$ cat src/rtl/pipe_hazard_ctrl.sv
// Scoreboard hazard controller for the 5-stage pipeline.
// Tracks in-flight register writers from DE issue to WB retire.
// It produces the DE stall, the DE issue permission and the FE/DE flush on a redirect.
module pipe_hazard_ctrl #(
    parameter int NUM_REGS = 32,
    parameter int REGIDX   = 5,
    parameter int CNT_W    = 2,
    parameter int PERF_W   = 32
) (
    input  logic              clk,
    input  logic              reset,          // async, active-low
    input  logic              de_valid,
    input  logic [REGIDX-1:0] de_rs1,
    input  logic              de_rs1_used,
    input  logic [REGIDX-1:0] de_rs2,
    input  logic              de_rs2_used,
    input  logic [REGIDX-1:0] de_rd,
    input  logic              de_wr_reg,
    input  logic              wb_valid,
    input  logic [REGIDX-1:0] wb_rd,
    input  logic              wb_wr_reg,
    input  logic              agex_br_taken,
    output logic              stall_de,
    output logic              issue_de,
    output logic              flush_fe,
    output logic              flush_de,
    output logic              sb_idle,
    output logic              sb_err,
    output logic [PERF_W-1:0] stall_cycles
);

    localparam logic [CNT_W-1:0]  CNT_MAX  = '1;
    localparam logic [PERF_W-1:0] PERF_MAX = '1;

    // Entry 0 is held at zero forever, so x0 never looks busy.
    logic [CNT_W-1:0]  cnt_q [NUM_REGS];
    logic [CNT_W-1:0]  cnt_d [NUM_REGS];
    logic              err_q, err_d;
    logic [PERF_W-1:0] sc_q, sc_d;

    logic raw1, raw2, waw_full;
    logic inc_en, dec_en;

    // Hazard detection from registered counts only; a same-cycle retire is not bypassed.
    always_comb begin
        raw1     = de_rs1_used && (de_rs1 != '0) && (cnt_q[de_rs1] != '0);
        raw2     = de_rs2_used && (de_rs2 != '0) && (cnt_q[de_rs2] != '0);
        waw_full = de_wr_reg   && (de_rd  != '0) && (cnt_q[de_rd] == CNT_MAX);
        // Every combinational output is forced low while reset is held.
        stall_de = reset && de_valid && (raw1 || raw2 || waw_full) && !agex_br_taken;
        issue_de = reset && de_valid && !stall_de && !agex_br_taken;
        flush_fe = reset && agex_br_taken;
        flush_de = reset && agex_br_taken;
        inc_en   = issue_de && de_wr_reg && (de_rd != '0);
        dec_en   = wb_valid && wb_wr_reg && (wb_rd != '0);
    end

    // Next-state counters: inc and dec on the same register cancel out.
    // A retire against an empty counter leaves it at zero and raises the sticky error.
    always_comb begin
        err_d = err_q;
        for (int r = 0; r < NUM_REGS; r++) begin
            cnt_d[r] = cnt_q[r];
            if (r != 0) begin
                if (inc_en && (de_rd == REGIDX'(r)) && !(dec_en && (wb_rd == REGIDX'(r)))) begin
                    cnt_d[r] = cnt_q[r] + 1'b1;
                end else if (dec_en && (wb_rd == REGIDX'(r)) && !(inc_en && (de_rd == REGIDX'(r)))) begin
                    if (cnt_q[r] == '0) err_d = 1'b1;
                    else                cnt_d[r] = cnt_q[r] - 1'b1;
                end
            end else begin
                cnt_d[r] = '0;
            end
        end
        sc_d = sc_q;
        if (stall_de && (sc_q != PERF_MAX)) sc_d = sc_q + 1'b1;
    end

    // Scoreboard, sticky error and stall counter registers.
    always_ff @(posedge clk or negedge reset) begin
        if (!reset) begin
            for (int r = 0; r < NUM_REGS; r++) cnt_q[r] <= '0;
            err_q <= 1'b0;
            sc_q  <= '0;
        end else begin
            for (int r = 0; r < NUM_REGS; r++) cnt_q[r] <= cnt_d[r];
            err_q <= err_d;
            sc_q  <= sc_d;
        end
    end

    // Idle when no register has an outstanding writer.
    always_comb begin
        sb_idle = 1'b1;
        for (int r = 0; r < NUM_REGS; r++) begin
            if (cnt_q[r] != '0) sb_idle = 1'b0;
        end
    end

    assign sb_err       = err_q;
    assign stall_cycles = sc_q;

endmodule
$ cat config.mk
export PLATFORM = sky130hd
export DESIGN_NAME = pipe_hazard_ctrl
export DESIGN_NICKNAME = d
export VERILOG_FILES = /design/src/rtl/pipe_hazard_ctrl.sv
export SDC_FILE = /design/constraint.sdc
export NUM_CORES = 1
export LEC_CHECK = 0
export CAP_MARGIN = 5
export CORE_MARGIN = 2
export CORE_UTILIZATION = 50
export DETAILED_ROUTE_END_ITERATION = 7
export PLACE_DENSITY = 0.7
export SYNTH_ARGS = -nofsm -noshare
export SYNTH_HDL_FRONTEND = slang
export SYNTH_SLANG_ARGS = --single-unit
$ cat constraint.sdc
create_clock -name clk -period 4.3 [get_ports clk]
set_input_delay 0.645 -clock clk [delete_from_list [all_inputs] [get_ports clk]]
set_output_delay 0.645 -clock clk [all_outputs]
set_load 0.005 [all_outputs]
==> results.json <==
{
  "critPathMaxFanout": 6,
  "p_sw_w": 0.000589,
  "finalHoldViolCount": 0,
  "final_area_um2": 9560,
  "crit_chain": "clkdlybuf4s50_1 -> buf_4 -> mux4_2 -> mux4_2 -> a221oi_4 -> nor3_4 -> buf_4 -> nor2_1 -> clkdlybuf4s50_1",
  "max_freq_mhz": 242,
  "switching_share_pct": 28.7,
  "clk_latency_ns": 0.37,
  "status": "complete, no violations",
  "die_w_um": 130,
  "fp.dieArea_um2": 17000,
  "antenna_left": 0,
  "grt_max_degree": 51,
  "coreArea_um2": 15700,
  "synthCells": 986,
  "yosys_warnings": 0,
  "synthTopCellsByCount": "153 x nand2_1, 97 x o21ai_0, 95 x dfrtp_1",
  "initial_utilization_pct": 50.8,
  "critPathCaptureType": "primary output",
  "pwr-share-clk_pct": 40.5,
  "synth_top_area_cell": "dfrtp_1",
  "cts_max_level": 3,
  "max_stage_delay_ns": 0.54,
  "die_y_um": 130,
  "wl_met2_mm": 10.5,
  "seq_area_um2": 2380,
  "max_cap_viol_count": 0,
  "route.detailed.drc": 0,
  "syn_area_um2": 7980,
  "ys_ff_latch": 95,
  "crit_slowest_cell": "mux4_2",
  "areaGrowthSynthToFinish_pct": 19.8,
  "ys_top_cells_by_area": "dfrtp_1 30%, ha_1 9.9%, nand2_1 7.2%",
  "finalWeightedCongestion": 1.04,
  "synth.distinct_cells": 50,
  "placed_area_um2": 9260,
  "overflow": 0,
  "rsz0062_at_grt": "false",
  "synth_top_cell_area_share_pct": 29.8,
  "io_pins": 67,
  "yosysSeqAreaShare_pct": 29.8,
  "skew_ns": 0.0101,
  "grt_usage_pct": 29.4,
  "vias_per_cell": 5.77,
  "multi_input_area_um2": 5200,
  "antenna_found_initial": 0,
  "numClockSinks": 95,
  "drive_gt1_share_pct": 11.1,
  "wl_mm": 24.0,
  "synth_edf_count": 0,
  "grt_pass1_vias": 6925,
  "finalSetupViolCount": 0,
  "cp.required_ns": 3.65,
  "p_seq_share_pct": 45.5,
  "grt_pass1_wl_mm": 37.9,
  "powerDensity_nw_per_um2": 214,
  "vias": 7586,
  "cts_root_buf": "clkbuf_16",
  "hold_class": "input port to async pin",
  "pwr-share-comb_pct": 14.1,
  "dpl.hpwl_mm": 19.0,
  "nNetsFinal": 1186,
  "drt-met1-wl_mm": 10.7,
  "wire_per_inst_um": 18.2,
  "top_layer_used": "met4",
  "async_flop_share_pct": 100,
  "clockBufferDepth": 2,
  "finalCriticalPeriod_ns": 4.13,
  "p_int_w": 0.00146,
  "finalPower_w": 0.00205,
  "clk_pin_slew_worst_paths_ns": 0.08,
  "critical_path_class": "input port to primary output",
  "dr.pass1.iters": 5,
  "rows": 46,
  "mappedNetlistNets": 1078,
  "relSlewSlack_pct": 40.2,
  "crit_arrival_ns": 3.49,
  "cts_buffers": 9,
  "met3_length_mm": 1.72,
  "worst_pin_slew_ns": 0.895,
  "fillCellCount": 1406,
  "diodes": 0,
  "portBuffers": 66,
  "worstSetupStartpointType": "input port",
  "initialDrtViolationCount": 747,
  "synth_ff_type": "dfrtp_1",
  "fin_crit_sh_pct": 96.1,
  "synth.most_common_cell": "nand2_1",
  "avgSynthCellArea_um2": 8.09,
  "cts_tree": "done",
  "p_leak_nw": 4.97,
  "ir_drop_v": 0.000186,
  "final_max_slew_viol_count": 0
}
## cells by family (layout without fill, tap and decap cells)
logic type | after synthesis | after routing | share of synthesized area, %
AO/OA/AOI/OAI | 133 | 133 | 9.63
XOR/XNOR | 30 | 30 | 3.29
adder cells (fa/ha/maj) | 63 | 63 | 9.88
buffers and inverters | 100 | 213 | 5.10
flip-flops | 95 | 95 | 29.8
multiplexers | 36 | 36 | 7.71
AND/OR/NAND/NOR | 529 | 529 | 34.6
## path summary, 6_finish.rpt
path | from | end | slack, ns | depth (start not counted)
worst max-delay path | de_rs2[1] | stall_de | 0.17 | 9
worst min-delay path | reset | stall_cycles[16]$_DFFE_PN0P_ | 0.38 | 2
worst max register to register | cnt_q[28]$_DFFE_PN0P_ | sb_err$_DFF_PN0_ | 0.62 | 18
worst min register to register | stall_cycles[26]$_DFFE_PN0P_ | stall_cycles[26]$_DFFE_PN0P_ | 0.49 | 1
max in group asynchronous | reset | cnt_q[38]$_DFFE_PN0P_ | 2.85 | 3
min in group clk | stall_cycles[26]$_DFFE_PN0P_ | stall_cycles[26]$_DFFE_PN0P_ | 0.49 | 1
## layout by cell type (no fill, tap or decap), drive strengths merged, types with 2 or more instances in the layout
master	instances
nor4	12
nor3b	34
nand2	153
or4	2
a2111oi	2
nand3	41
or2	4
inv	75
clkinv	2
nor4b	2
nor3	34
nor2	90
xor2	30
buf	61
a211oi	8
mux2i	12
clkdlybuf4s50	64
a22oi	3
o21ai	97
a221oi	2
a22o	2
and2	7
a21oi	8
and3	9
mux2	4
nand2b	8
clkbuf	10
dfrtp	95
and4	5
a31oi	3
nand3b	26
ha	63
nor2b	73
mux4	20
nand4	28
## state kept, by name, indices dropped and copies added, names as in the netlist
register      flops
cnt_q            62
stall_cycles     32
sb_err            1
## power by group through the flow
stage | combinational (W) | clock, W | sequential, W
4_1_cts | 0.000286 | 0.000841 | 0.000932
5_1_grt | 0.000313 | 0.000876 | 0.000936
2_1_floorplan | 0.000138 | 0 | 0.000947
6_report | 0.000289 | 0.000829 | 0.000932
3_3_place_gp | 0.000283 | 0 | 0.000948
3_5_place_dp | 0.000285 | 0 | 0.000949
## what timing repair did
| item | CTS | global route |
|---|---|---|
| endpoints found under the setup margin | 0 | 1 |
| hold buffers | 0 | 0 |
| buffers inserted | 0 | 0 |
| resized for setup | 0 | 1 |
## stage by stage
| step | utilization, % | setup TNS [ns] | worst slack (ns) | hold slack, ns | instances |
|---|---|---|---|---|---|
| finish | 60.8 | 0 | 0.167 | 0.382 | 1315 |
| global route | 60.8 | 0 | 0.108 | 0.445 | 1315 |
| floorplan | - | 0 | 0.521 | 0.349 | 986 |
| detailed placement | 58.9 | -0.0414 | -0.0414 | 0.474 | 1299 |
| CTS | 60.8 | 0 | 0.0290 | 0.412 | 1315 |
| global placement | 58.9 | -0.00144 | -0.00144 | 0.472 | 1299 |
## worst max-delay path, delay by kind of cell
family / cells / cell delay, ns
buffers and inverters: 4 / 1.29
AOI/OAI and AO/OA: 1 / 0.34
muxes: 2 / 1.04
and+or+nand+nor: 2 / 0.16
## cell type report
class,instances,area share [%]
flip-flops and latches,95,24.9
clock inverters,6,0.615
well taps,216,2.83
multi-input cells,791,54.4
clock buffers,10,2.50
inverters,71,2.79
repair buffers,126,12.0
## layer usage
metal	track usage [%]	vias up
met2	45.1	307
met5	0	-
met4	13.7	0
li1	-	3640
met3	4.43	68
met1	41.0	3571
Power figures use the tool's default switching activity.
